==> src/rtl/instr_fetch_unit.sv <==
// Instruction fetch unit: prefetches 16-bit words into a small FIFO and presents decoded fields.
// Optional PREDECODE_EN adds a per-entry control-flow flag on output is_ctrl.
module instr_fetch_unit #(
  parameter int unsigned          ADDR_BITS = 16,
  parameter int unsigned          OPBITS    = 4,
  parameter int unsigned          FUNCTBITS = 4,
  parameter int unsigned          DEPTH     = 4,
  parameter logic [ADDR_BITS-1:0] RESET_PC  = '0
) (
  input  logic                 clk,
  input  logic                 rst_n,
  input  logic                 start,
  output logic                 imem_rd_en,
  output logic [ADDR_BITS-1:0] imem_addr,
  input  logic [15:0]          imem_data,
  input  logic                 redirect,
  input  logic [ADDR_BITS-1:0] redirect_pc,
  output logic                 dec_valid,
  input  logic                 dec_ready,
  output logic [OPBITS-1:0]    opcode,
  output logic [3:0]           rdest,
  output logic [FUNCTBITS-1:0] functionCode,
  output logic [3:0]           rsrc,
  output logic [ADDR_BITS-1:0] dec_pc
`ifdef PREDECODE_EN
  ,
  output logic                 is_ctrl
`endif
);

  localparam int unsigned PtrW = $clog2(DEPTH);
  localparam int unsigned CntW = PtrW + 1;
  localparam logic [CntW-1:0] DepthCnt = CntW'(DEPTH);

  typedef enum logic [1:0] {StIdle, StRun, StFlush} state_e;

  state_e               state_q;
  logic [ADDR_BITS-1:0] fetch_pc_q;
  logic [ADDR_BITS-1:0] inflight_pc_q;
  logic                 inflight_q;
  logic [15:0]          instr_q [DEPTH];
  logic [ADDR_BITS-1:0] pc_q    [DEPTH];
  logic [PtrW-1:0]      wr_ptr_q;
  logic [PtrW-1:0]      rd_ptr_q;
  logic [CntW-1:0]      count_q;

  logic            running;
  logic            flush_req;
  logic            push;
  logic            pop;
  logic            issue;
  logic [CntW-1:0] credit;
  logic [15:0]     head;

  assign running   = (state_q == StRun);
  assign flush_req = redirect && (state_q != StIdle);
  assign dec_valid = (count_q != '0) && (state_q != StFlush);
  assign pop       = dec_valid && dec_ready;
  // A word returning in the redirect cycle belongs to the old stream and is dropped.
  assign push      = inflight_q && running && !redirect;
  // Same-cycle pop frees a slot, so a full FIFO can refill without a bubble.
  assign credit    = count_q + CntW'(inflight_q) - CntW'(pop);
  assign issue     = running && !redirect && (credit < DepthCnt);

  assign imem_rd_en = issue;
  assign imem_addr  = fetch_pc_q;

  assign head         = instr_q[rd_ptr_q];
  assign opcode       = head[15 -: OPBITS];
  assign rdest        = head[11:8];
  assign functionCode = head[7 -: FUNCTBITS];
  assign rsrc         = head[3:0];
  assign dec_pc       = pc_q[rd_ptr_q];

`ifdef PREDECODE_EN
  logic ctrl_q [DEPTH];
  logic new_ctrl;

  always_comb begin
    new_ctrl = 1'b0;
    unique case (imem_data[15:12])
      4'hC, 4'hF, 4'h7: new_ctrl = 1'b1;
      4'h4:             new_ctrl = imem_data[7];
      default:          new_ctrl = 1'b0;
    endcase
  end

  assign is_ctrl = dec_valid && ctrl_q[rd_ptr_q];
`endif

  always_ff @(posedge clk or negedge rst_n) begin
    if (!rst_n) begin
      state_q       <= StIdle;
      fetch_pc_q    <= RESET_PC;
      inflight_pc_q <= '0;
      inflight_q    <= 1'b0;
      wr_ptr_q      <= '0;
      rd_ptr_q      <= '0;
      count_q       <= '0;
      for (int i = 0; i < DEPTH; i++) begin
        instr_q[i] <= '0;
        pc_q[i]    <= '0;
`ifdef PREDECODE_EN
        ctrl_q[i]  <= 1'b0;
`endif
      end
    end else begin
      case (state_q)
        StIdle:  if (start) state_q <= StRun;
        StRun:   if (redirect) state_q <= StFlush;
        StFlush: if (!redirect) state_q <= StRun;
        default: state_q <= StIdle;
      endcase

      inflight_q <= issue;
      if (issue) begin
        inflight_pc_q <= fetch_pc_q;
      end

      if (flush_req) begin
        fetch_pc_q <= redirect_pc;
      end else if (issue) begin
        fetch_pc_q <= fetch_pc_q + ADDR_BITS'(1);
      end

      if (push) begin
        instr_q[wr_ptr_q] <= imem_data;
        pc_q[wr_ptr_q]    <= inflight_pc_q;
`ifdef PREDECODE_EN
        ctrl_q[wr_ptr_q]  <= new_ctrl;
`endif
      end

      if (flush_req) begin
        wr_ptr_q <= '0;
        rd_ptr_q <= '0;
        count_q  <= '0;
      end else begin
        if (push) begin
          wr_ptr_q <= wr_ptr_q + PtrW'(1);
        end
        if (pop) begin
          rd_ptr_q <= rd_ptr_q + PtrW'(1);
        end
        count_q <= count_q + CntW'(push) - CntW'(pop);
      end
    end
  end

endmodule

==> config.mk <==
export PLATFORM = sky130hd
export DESIGN_NAME = instr_fetch_unit
export DESIGN_NICKNAME = d
export VERILOG_FILES = /design/src/rtl/instr_fetch_unit.sv
export SDC_FILE = /design/constraint.sdc
export NUM_CORES = 1
export LEC_CHECK = 0
export ABC_CLOCK_PERIOD_IN_PS = 5200
export BUFFER_PORTS_ARGS = -buffer_cell sky130_fd_sc_hd__buf_2
export CELL_PAD_IN_SITES_DETAIL_PLACEMENT = 1
export CELL_PAD_IN_SITES_GLOBAL_PLACEMENT = 1
export CORE_MARGIN = 2
export CORE_UTILIZATION = 36
export DETAILED_ROUTE_END_ITERATION = 8
export GPL_TIMING_DRIVEN = 0
export PLACE_DENSITY = 0.7
export REMOVE_ABC_BUFFERS = 1
export SKIP_LAST_GASP = 1
export SYNTH_ARGS = -nofsm -noshare
export SYNTH_HDL_FRONTEND = slang
export SYNTH_SLANG_ARGS = --single-unit
export TNS_END_PERCENT = 10
==> constraint.sdc <==
create_clock -name clk -period 5.2 [get_ports clk]
set_input_delay 0.78 -clock clk [delete_from_list [all_inputs] [get_ports clk]]
set_output_delay 0.78 -clock clk [all_outputs]
set_load 0.02 [all_outputs]
==> impl_metrics.yaml, run 1 <==
pwr:
  power_frac_clock: 0.267
  powerDensity_mw_per_mm2: 509
  total_leakage_power_uw: 0.00445
  p_comb_frac: 0.314
  ir_drop_v: 0.000237
  total_power_uw: 4610
  p_sw_uw: 1660
  p_int_uw: 2950
  swShare: 0.360
  seq_power_share: 0.419
logic_synthesis:
  synth.yosys.warnings: 0
  synth_area_leaders: "dfrtp_1 (56%), mux2_2 (19%), mux4_2 (9.4%)"
  async_flop_share: 1.00
  synth_most_common_cell: "dfrtp_1"
  yosysUniqueCellTypes: 47
  synth.top_cells.by_count: "dfrtp_1 (170), mux2_2 (128), nand2_1 (58)"
  synth_edf_count: 0
  netlist.area_leader.share: 0.557
  yosysSeqAreaShare: 0.557
  synthFlopType: "dfrtp_1"
  syn-mean-instance-area_um2: 14.0
  synth_cells: 547
  synth_seq_cells: 170
  synth_area_leader_cell: "dfrtp_1"
  syn_area_mm2: 0.00764
floorplan:
  coreArea_mm2: 0.0210
  rows: 53
  ios: 87
  die_y_um: 150
  start_util: 0.365
  die_width_um: 150
  die_area_mm2: 0.0224
setup_path:
  critical-path-top-delay-family: "simple AND/OR/NAND/NOR gates"
  critPathBufInv: 3
  crit_arrival_ns: 3.92
  slowest_stage: "clkinv_2"
  start_kind: "flip-flop"
  setup.worst_path.end_class: "output pin"
  cp_common_cell: "ha_1"
  crit_chain: "nand2b_1 > o311a_1 > ha_1 > inv_1 > ha_1 > and3b_1 > o211a_2 > nor2_4 > clkinv_2 > buf_2"
  rrSetupSlack_ns: 1.44
  crit_required_ns: 4.42
  worstSetupPathType: "flip-flop to output pin"
  cp_slowest_stage_delay_ns: 0.59
  cp_max_fo: 27
drt:
  routed_wl_um: 18800
  drt_iter0_drc: 218
  drc: 0
  routedWlPerCell_um: 20.4
  drt_first_pass_iters: 4
  avgViaCountPerCell: 5.21
  antenna_left: 0
  vias: 4786
grt:
  grt_max_degree: 100
  grt_pass1_wl_um: 30100
  grt_remaining_overflow: 0
  grtUsageTotal: 0.180
  grt.busiest_layer: "met2"
  grt_use_met3: 0.0360
  grt_pass1_vias: 5394
  grtUsageMet1: 0.223
  gr-usage-met2: 0.312
  antenna_found_initial: 0
timing:
  rsz0062_at_grt: "no"
  max_slew.worst_pin.slew_ns: 1.01
  slew_violations: 0
  maxSlewHeadroom: 0.326
  hold_viol: 0
  max_clock_freq_ghz: 0.213
  post-route-period-util: 0.904
  setup_ws_ns: 0.498
  finalSetupViolCount: 0
  period_needed_ns: 4.70
  finClkSkew_ns: 0.00958
clock_network:
  clk_pin_slew_ns: 0.07
  cts_buffers: 17
  clockBufferDepth: 2
  cts_root_buffer: "clkbuf_16"
  worstSkewPairLatency_ns: 0.43
  numClockSinks: 170
  cts_max_level: 4
  post_cts_buffers: 0
  cts_tree: "done"
run:
  maxCapViolations: 0
hold_path:
  hp-class: "input pin to async pin"
placed_design:
  hpwlAfterDp_um: 12500
  place_congestion: 0.736
  dp_slack_ns: -0.250
  dp_cells: 888
  port-buffer-count: 86
  placedInstanceArea_mm2: 0.00848
layout:
  antenna_cells: 0
  fin_nets: 679
  layout.cells.non_filler: 919
  layout.area.seq_mm2: 0.00426
  multi_input_area_mm2: 0.00324
  area_growth_pct: 18.5
  finalInstanceArea_mm2: 0.00905
  drive_gt1_frac: 0.466
  nFillCells: 2175
outcome:
  status: "finished clean"
## worst paths after layout
kind | from | end | cells past startpoint
setup / recovery | state_q[0] | imem_rd_en | 10
hold / removal | rst_n | instr_q[61] | 1
setup reg to reg | state_q[0] | imem_addr[6] | 11
hold reg to reg | pc_q[19] | pc_q[19] | 1
max in group asynchronous | rst_n | imem_addr[1] | 2
min in group clk | pc_q[19] | pc_q[19] | 1
## what timing repair did
action | in CTS | in global routing
resized for setup | 2 | 0
hold buffers | 0 | 0
endpoints found under the setup margin | 1 | 0
## power groups by stage
| stage | Sequential, uW | Combinational (uW) | Clock, uW |
|---|---|---|---|
| after floorplan | 1950 | 883 | 0 |
| after global placement | 1980 | 1310 | 0 |
| after detailed placement | 1960 | 1470 | 0 |
| after CTS | 1930 | 1480 | 1260 |
| after global routing | 1990 | 1590 | 1320 |
| final | 1930 | 1450 | 1230 |
## stage by stage
stage                util  hold slack, ns  setup TNS, ns
finish              0.432           0.294              0
global route        0.432           0.326              0
CTS                 0.432           0.318              0
detailed placement  0.405           0.487         -0.250
global placement    0.396           0.482         -0.244
floorplan               -           0.474              0
## routing by layer
metal / share of wire / routed length, um
met4: 0.017 / 315
met5: 0 / 0
met3: 0.032 / 609
met2: 0.52 / 9830
met1: 0.43 / 8030
## sequential cells by signal (all words and copies together) (netlist names), 2 cells and up
name and cells:
instr_q 64, pc_q 64, imem_addr 16, inflight_pc_q 16, count_q 3, rd_ptr_q 2
state_q 2, wr_ptr_q 2
## logic make-up after synthesis
group	count (synthesis)	synth area share
flops	170	0.557
buf+inv	40	0.0223
xor+xnor	9	0.0113
simple gates	111	0.0676
compound gates	46	0.0406
mux	161	0.284
fa+ha+maj	10	0.0174
## cell usage in the layout, fill, tap and decap left out, types with 5 or more instances in the layout
cell and instances:
inv_1 11, ha_1 9, o211ai_1 5, mux2_2 128
o21ai_0 9, nand2_1 54, buf_2 85, a21oi_1 10
clkinv_2 6, dfrtp_1 168, and3_1 6, buf_12 6
nor2_1 26, clkbuf_16 17, mux4_2 32
## layout make-up
type	instances	share of cell area
timing repair buffer	94	0.0662
tap	275	0.0380
inverter	12	0.00511
multi-input combinational	337	0.358
clock buffer	17	0.0470
sequential	170	0.470
clock inverter	14	0.0160
Power figures use the tool's default switching activity.
==> run 2: changes to the inputs <==
--- a/config.mk
+++ b/config.mk
@@ -13,7 +13,7 @@
 export CORE_UTILIZATION = 36
 export DETAILED_ROUTE_END_ITERATION = 8
 export GPL_TIMING_DRIVEN = 0
-export PLACE_DENSITY = 0.7
+export PLACE_DENSITY_LB_ADDON = 0.1
 export REMOVE_ABC_BUFFERS = 1
 export SKIP_LAST_GASP = 1
 export SYNTH_ARGS = -nofsm -noshare
==> constraint.sdc (replaced) <==
create_clock -name clk -period 5.2 [get_ports clk]
set_input_delay 0.78 -clock clk [delete_from_list [all_inputs] [get_ports clk]]
set_output_delay 0.78 -clock clk [all_outputs]
set_load 0.05 [all_outputs]
==> impl_metrics.yaml, run 2 (synthesis gave the netlist of run 1 again) <==
drt:
  antenna_left: 0
  routedWlPerCell_um: 20.0
  vias: 4785
  routed_wl_um: 18400
  drc: 0
  drt_first_pass_iters: 4
  avgViaCountPerCell: 5.20
  drt_iter0_drc: 197
grt:
  grt_pass1_vias: 5350
  grtUsageTotal: 0.173
  antenna_found_initial: 0
  grt_max_degree: 113
  grt_remaining_overflow: 0
  grt_pass1_wl_um: 29600
placed_design:
  port-buffer-count: 86
  place_congestion: 0.750
  hpwlAfterDp_um: 12100
floorplan:
  start_util: 0.365
  rows: 53
  die_width_um: 150
  coreArea_mm2: 0.0210
  die_area_mm2: 0.0224
  ios: 87
  die_y_um: 150
timing:
  rsz0062_at_grt: "no"
  finalSetupViolCount: 0
  max_clock_freq_ghz: 0.207
  max_slew.worst_pin.slew_ns: 0.995
  maxSlewHeadroom: 0.334
  finClkSkew_ns: 0.00631
  period_needed_ns: 4.83
  hold_viol: 0
  post-route-period-util: 0.929
  fin_tns_setup_ns: 0
  whs_ns: 0.279
  slew_violations: 0
clock_network:
  post_cts_buffers: 0
  cts_root_buffer: "clkbuf_16"
  clk_pin_slew_ns: 0.07
  cts_tree: "done"
  postCtsHoldBufs: 0
  cts_buffers: 17
  cts_max_level: 4
  worstSkewPairLatency_ns: 0.42
  numClockSinks: 170
  clockBufferDepth: 2
outcome:
  status: "finished clean"
setup_path:
  crit_required_ns: 4.42
  crit_arrival_ns: 4.05
  slowest_stage: "clkinv_2"
  start_kind: "flip-flop"
  cp_common_cell: "ha_1"
  setup.worst_path.end_class: "output pin"
  worstSetupPathType: "flip-flop to output pin"
  cp_max_fo: 27
  cp_slowest_stage_delay_ns: 0.61
  crit_chain: "nand2b_1 > o311a_1 > ha_1 > inv_1 > ha_1 > and3b_1 > o211a_2 > nor2_4 > clkinv_2 > buf_2"
run:
  maxCapViolations: 0
layout:
  area_growth_pct: 19.7
  final_core_util: 0.436
  drive_gt1_frac: 0.464
  layout.area.seq_mm2: 0.00426
  antenna_cells: 0
  nFillCells: 2201
  multi_input_area_mm2: 0.00324
  fin_nets: 679
  final_cell_mix: "dfrtp_1 (168), mux2_2 (128), buf_2 (85), nand2_1 (54), mux4_2 (32)"
  final_common_cell: "dfrtp_1"
  reg_top3: "instr_q x64, pc_q x64"
pwr:
  power_frac_clock: 0.272
  p_comb_frac: 0.350
  p_sw_uw: 2040
  p_int_uw: 3110
  total_power_uw: 5150
  total_leakage_power_uw: 0.00447
  swShare: 0.396
  ir_drop_v: 0.000263
  powerDensity_mw_per_mm2: 563
  seq_power_share: 0.377
hold_path:
  hp-class: "input pin to async pin"
==> run 2: cell types whose count changed in the layout (fill, tap and decap cells not counted), moves of 2 or more <==
cell	delta
clkinv_2	-5
clkbuf_1	+2
bufinv_16	+3
clkinvlp_4	+3
inv_6	-2
==> run 2: final cells by class <==
type | instances | share of cell area
clock inverter | 13 | 0.0238
clock buffer | 19 | 0.0473
tap | 275 | 0.0376
sequential | 170 | 0.465
inverter | 12 | 0.00506
timing repair buffer | 94 | 0.0668
multi-input combinational | 337 | 0.354
==> run 2: worst max-delay path: cells and delay by family (launching register included) <==
kind | cells | cell delay, ns
AOI/OAI and AO/OA | 2 | 0.63
and+or+nand+nor | 3 | 0.98
adders and majority gates | 2 | 0.46
DFF | 1 | 0.47
buffers and inverters | 3 | 1.06
==> run 2: power groups by stage <==
stage | clock network, uW | logic (uW) | registers, uW
after detailed placement | 0 | 1820 | 1980
after CTS | 1440 | 1840 | 1960
after global placement | 0 | 1690 | 2010
after global routing | 1490 | 1930 | 2010
after floorplan | 0 | 1130 | 2080
final | 1400 | 1800 | 1940
==> run 2: metrics by stage <==
step                instances  area [um2]  setup slack, ns
floorplan                 519        7520             1.09
global placement          880        8290           -0.395
detailed placement        888        8490           -0.418
CTS                       920        9150            0.320
global route              920        9150            0.157
finish                    920        9150            0.371
==> run 2: worst paths after layout <==
path | startpoint | end | slack, ns | cells after the start
max | state_q[0] | imem_rd_en | 0.37 | 10
min | rst_n | instr_q[35] | 0.28 | 1
max reg2reg | state_q[0] | imem_addr[6] | 1.34 | 11
min reg2reg | instr_q[18] | instr_q[18] | 0.50 | 1
max in group asynchronous | rst_n | pc_q[57] | 4.02 | 2
min in group clk | instr_q[18] | instr_q[18] | 0.50 | 1
==> run 2: metal layers <==
| layer | up-vias | global-route usage | wire length (um) |
|---|---|---|---|
| met5 | - | 0 | 0 |
| met4 | 0 | 0.0495 | 187 |
| met3 | 15 | 0.0351 | 558 |
| met2 | 88 | 0.301 | 9430 |
| met1 | 2536 | 0.221 | 8260 |
| li1 | 2146 | - | - |
==> run 2: what timing repair did <==
| item | in CTS | in global routing |
|---|---|---|
| endpoints found under the setup margin | 1 | 0 |
| endpoints found under the hold margin | 0 | 0 |
| gates resized for setup | 2 | 0 |
==> run 3: changes to the inputs <==
--- a/config.mk
+++ b/config.mk
@@ -10,7 +10,7 @@
 export CELL_PAD_IN_SITES_DETAIL_PLACEMENT = 1
 export CELL_PAD_IN_SITES_GLOBAL_PLACEMENT = 1
 export CORE_MARGIN = 2
-export CORE_UTILIZATION = 36
+export CORE_UTILIZATION = 35
 export DETAILED_ROUTE_END_ITERATION = 8
 export GPL_TIMING_DRIVEN = 0
 export PLACE_DENSITY_LB_ADDON = 0.1
==> impl_metrics.yaml, run 3 (synthesis gave the netlist of run 1 again) <==
outcome:
  status: "finished clean"
drt:
  antenna_left: 0
  avgViaCountPerCell: 5.16
  vias: 4759
  drt_iter0_drc: 154
  routedWlPerCell_um: 19.7
  drc: 0
  routed_wl_um: 18200
  drt_first_pass_iters: 4
setup_path:
  start_kind: "flip-flop"
  cp_max_fo: 27
  slowest_stage: "clkinv_2"
  cp_common_cell: "ha_1"
  crit_required_ns: 4.42
  setup.worst_path.end_class: "output pin"
  crit_chain: "nand2b_1 > o311a_1 > ha_1 > inv_1 > ha_1 > and3b_1 > o211a_2 > nor2_4 > clkinv_2 > buf_2"
  crit_arrival_ns: 3.98
  cp_slowest_stage_delay_ns: 0.58
  worstSetupPathType: "flip-flop to output pin"
layout:
  finalInstanceArea_mm2: 0.00911
  drive_gt1_frac: 0.460
  fin_nets: 678
  final_cell_mix: "dfrtp_1 (168), mux2_2 (128), buf_2 (85), nand2_1 (54), mux4_2 (32)"
  final_common_cell: "dfrtp_1"
  antenna_cells: 0
  area_growth_pct: 19.2
  reg_top3: "instr_q x64, pc_q x64"
  layout.cells.non_filler: 923
pwr:
  total_power_uw: 5100
  total_leakage_power_uw: 0.00445
  p_comb_frac: 0.356
  power_frac_clock: 0.268
  powerDensity_mw_per_mm2: 560
  ir_drop_v: 0.000271
  p_int_uw: 3090
  seq_power_share: 0.376
  p_sw_uw: 2010
  swShare: 0.394
grt:
  grt_remaining_overflow: 0
  grtUsageTotal: 0.170
  grt_pass1_wl_um: 29300
  grt_max_degree: 123
  grt_pass1_vias: 5287
  antenna_found_initial: 0
clock_network:
  clk_pin_slew_ns: 0.07
  worstSkewPairLatency_ns: 0.42
  cts_buffers: 17
  cts_max_level: 4
  post_cts_buffers: 0
  numClockSinks: 170
  clockBufferDepth: 2
  cts_root_buffer: "clkbuf_16"
  cts_tree: "done"
timing:
  period_needed_ns: 4.76
  hold_viol: 0
  finalSetupViolCount: 0
  max_slew.worst_pin.slew_ns: 0.987
  max_clock_freq_ghz: 0.210
  setup_ws_ns: 0.439
  finClkSkew_ns: 0.00861
  slew_violations: 0
  rsz0062_at_grt: "no"
  post-route-period-util: 0.916
  maxSlewHeadroom: 0.339
floorplan:
  ios: 87
  die_area_mm2: 0.0230
  rows: 54
  die_width_um: 152
  start_util: 0.353
  coreArea_mm2: 0.0216
  die_y_um: 152
placed_design:
  dp_slack_ns: -0.382
  port-buffer-count: 86
  placedInstanceArea_mm2: 0.00847
  dp_cells: 892
  hpwlAfterDp_um: 12200
  place_congestion: 0.753
run:
  maxCapViolations: 0
hold_path:
  hp-class: "input pin to async pin"
run 3: cell count changes in the layout (fill, tap and decap cells not counted):
cell,change
buf_12,+1
buf_16,-1
buf_8,-1
clkbuf_1,+1
clkinv_2,+1
clkinv_4,-1
clkinvlp_4,-1
inv_8,-1
run 3: layout make-up:
type	instances	area [um2]
Clock buffer	20	437
Fill cell	2234	12500
Sequential cell	170	4260
Inverter	12	46.3
Timing Repair Buffer	93	588
Multi-Input combinational cell	337	3240
Clock inverter	11	195
Tap cell	280	350
run 3: metrics by stage:
| stage | utilization | TNS, ns | hold WS, ns |
|---|---|---|---|
| floorplan | - | 0 | 0.474 |
| global placement | 0.384 | -0.352 | 0.482 |
| detailed placement | 0.392 | -0.382 | 0.487 |
| CTS | 0.421 | 0 | 0.260 |
| global route | 0.421 | 0 | 0.265 |
| finish | 0.421 | 0 | 0.256 |
run 3: worst paths after layout:
path                       slack [ns]  cells after the start       start      endpoint
max reg2reg                      1.40                     11  state_q[0]  imem_addr[6]
min in group clk                 0.50                      1    pc_q[23]      pc_q[23]
min                              0.26                      1       rst_n   instr_q[57]
max                              0.44                     10  state_q[0]    imem_rd_en
max in group asynchronous        4.02                      2       rst_n      pc_q[13]
min reg2reg                      0.50                      1    pc_q[23]      pc_q[23]
run 3: worst max-delay path: cells and delay by family (launching register included):
family	cells	cell delay [ns]
AOI/OAI and AO/OA	2	0.62
adders and majority gates	2	0.46
buffers and inverters	3	1.00
DFF	1	0.48
and+or+nand+nor	3	0.98
run 3: timing repair:
item	4_1_cts	5_1_grt
hold buffers	0	0
setup endpoints to repair	1	0
resized for setup	2	0
run 3: power groups by stage:
stage | clock network, uW | logic (uW) | registers, uW
2_1_floorplan | 0 | 1130 | 2080
3_5_place_dp | 0 | 1840 | 1950
6_report | 1370 | 1820 | 1920
3_3_place_gp | 0 | 1690 | 2010
5_1_grt | 1470 | 1970 | 1970
4_1_cts | 1410 | 1850 | 1930
run 3: metal layers:
layer	up-vias	share of wire	global-route usage
met5	-	0	0
met4	0	0.0093	0.0431
met3	15	0.034	0.0380
met2	73	0.51	0.294
met1	2518	0.45	0.217
li1	2153	-	-
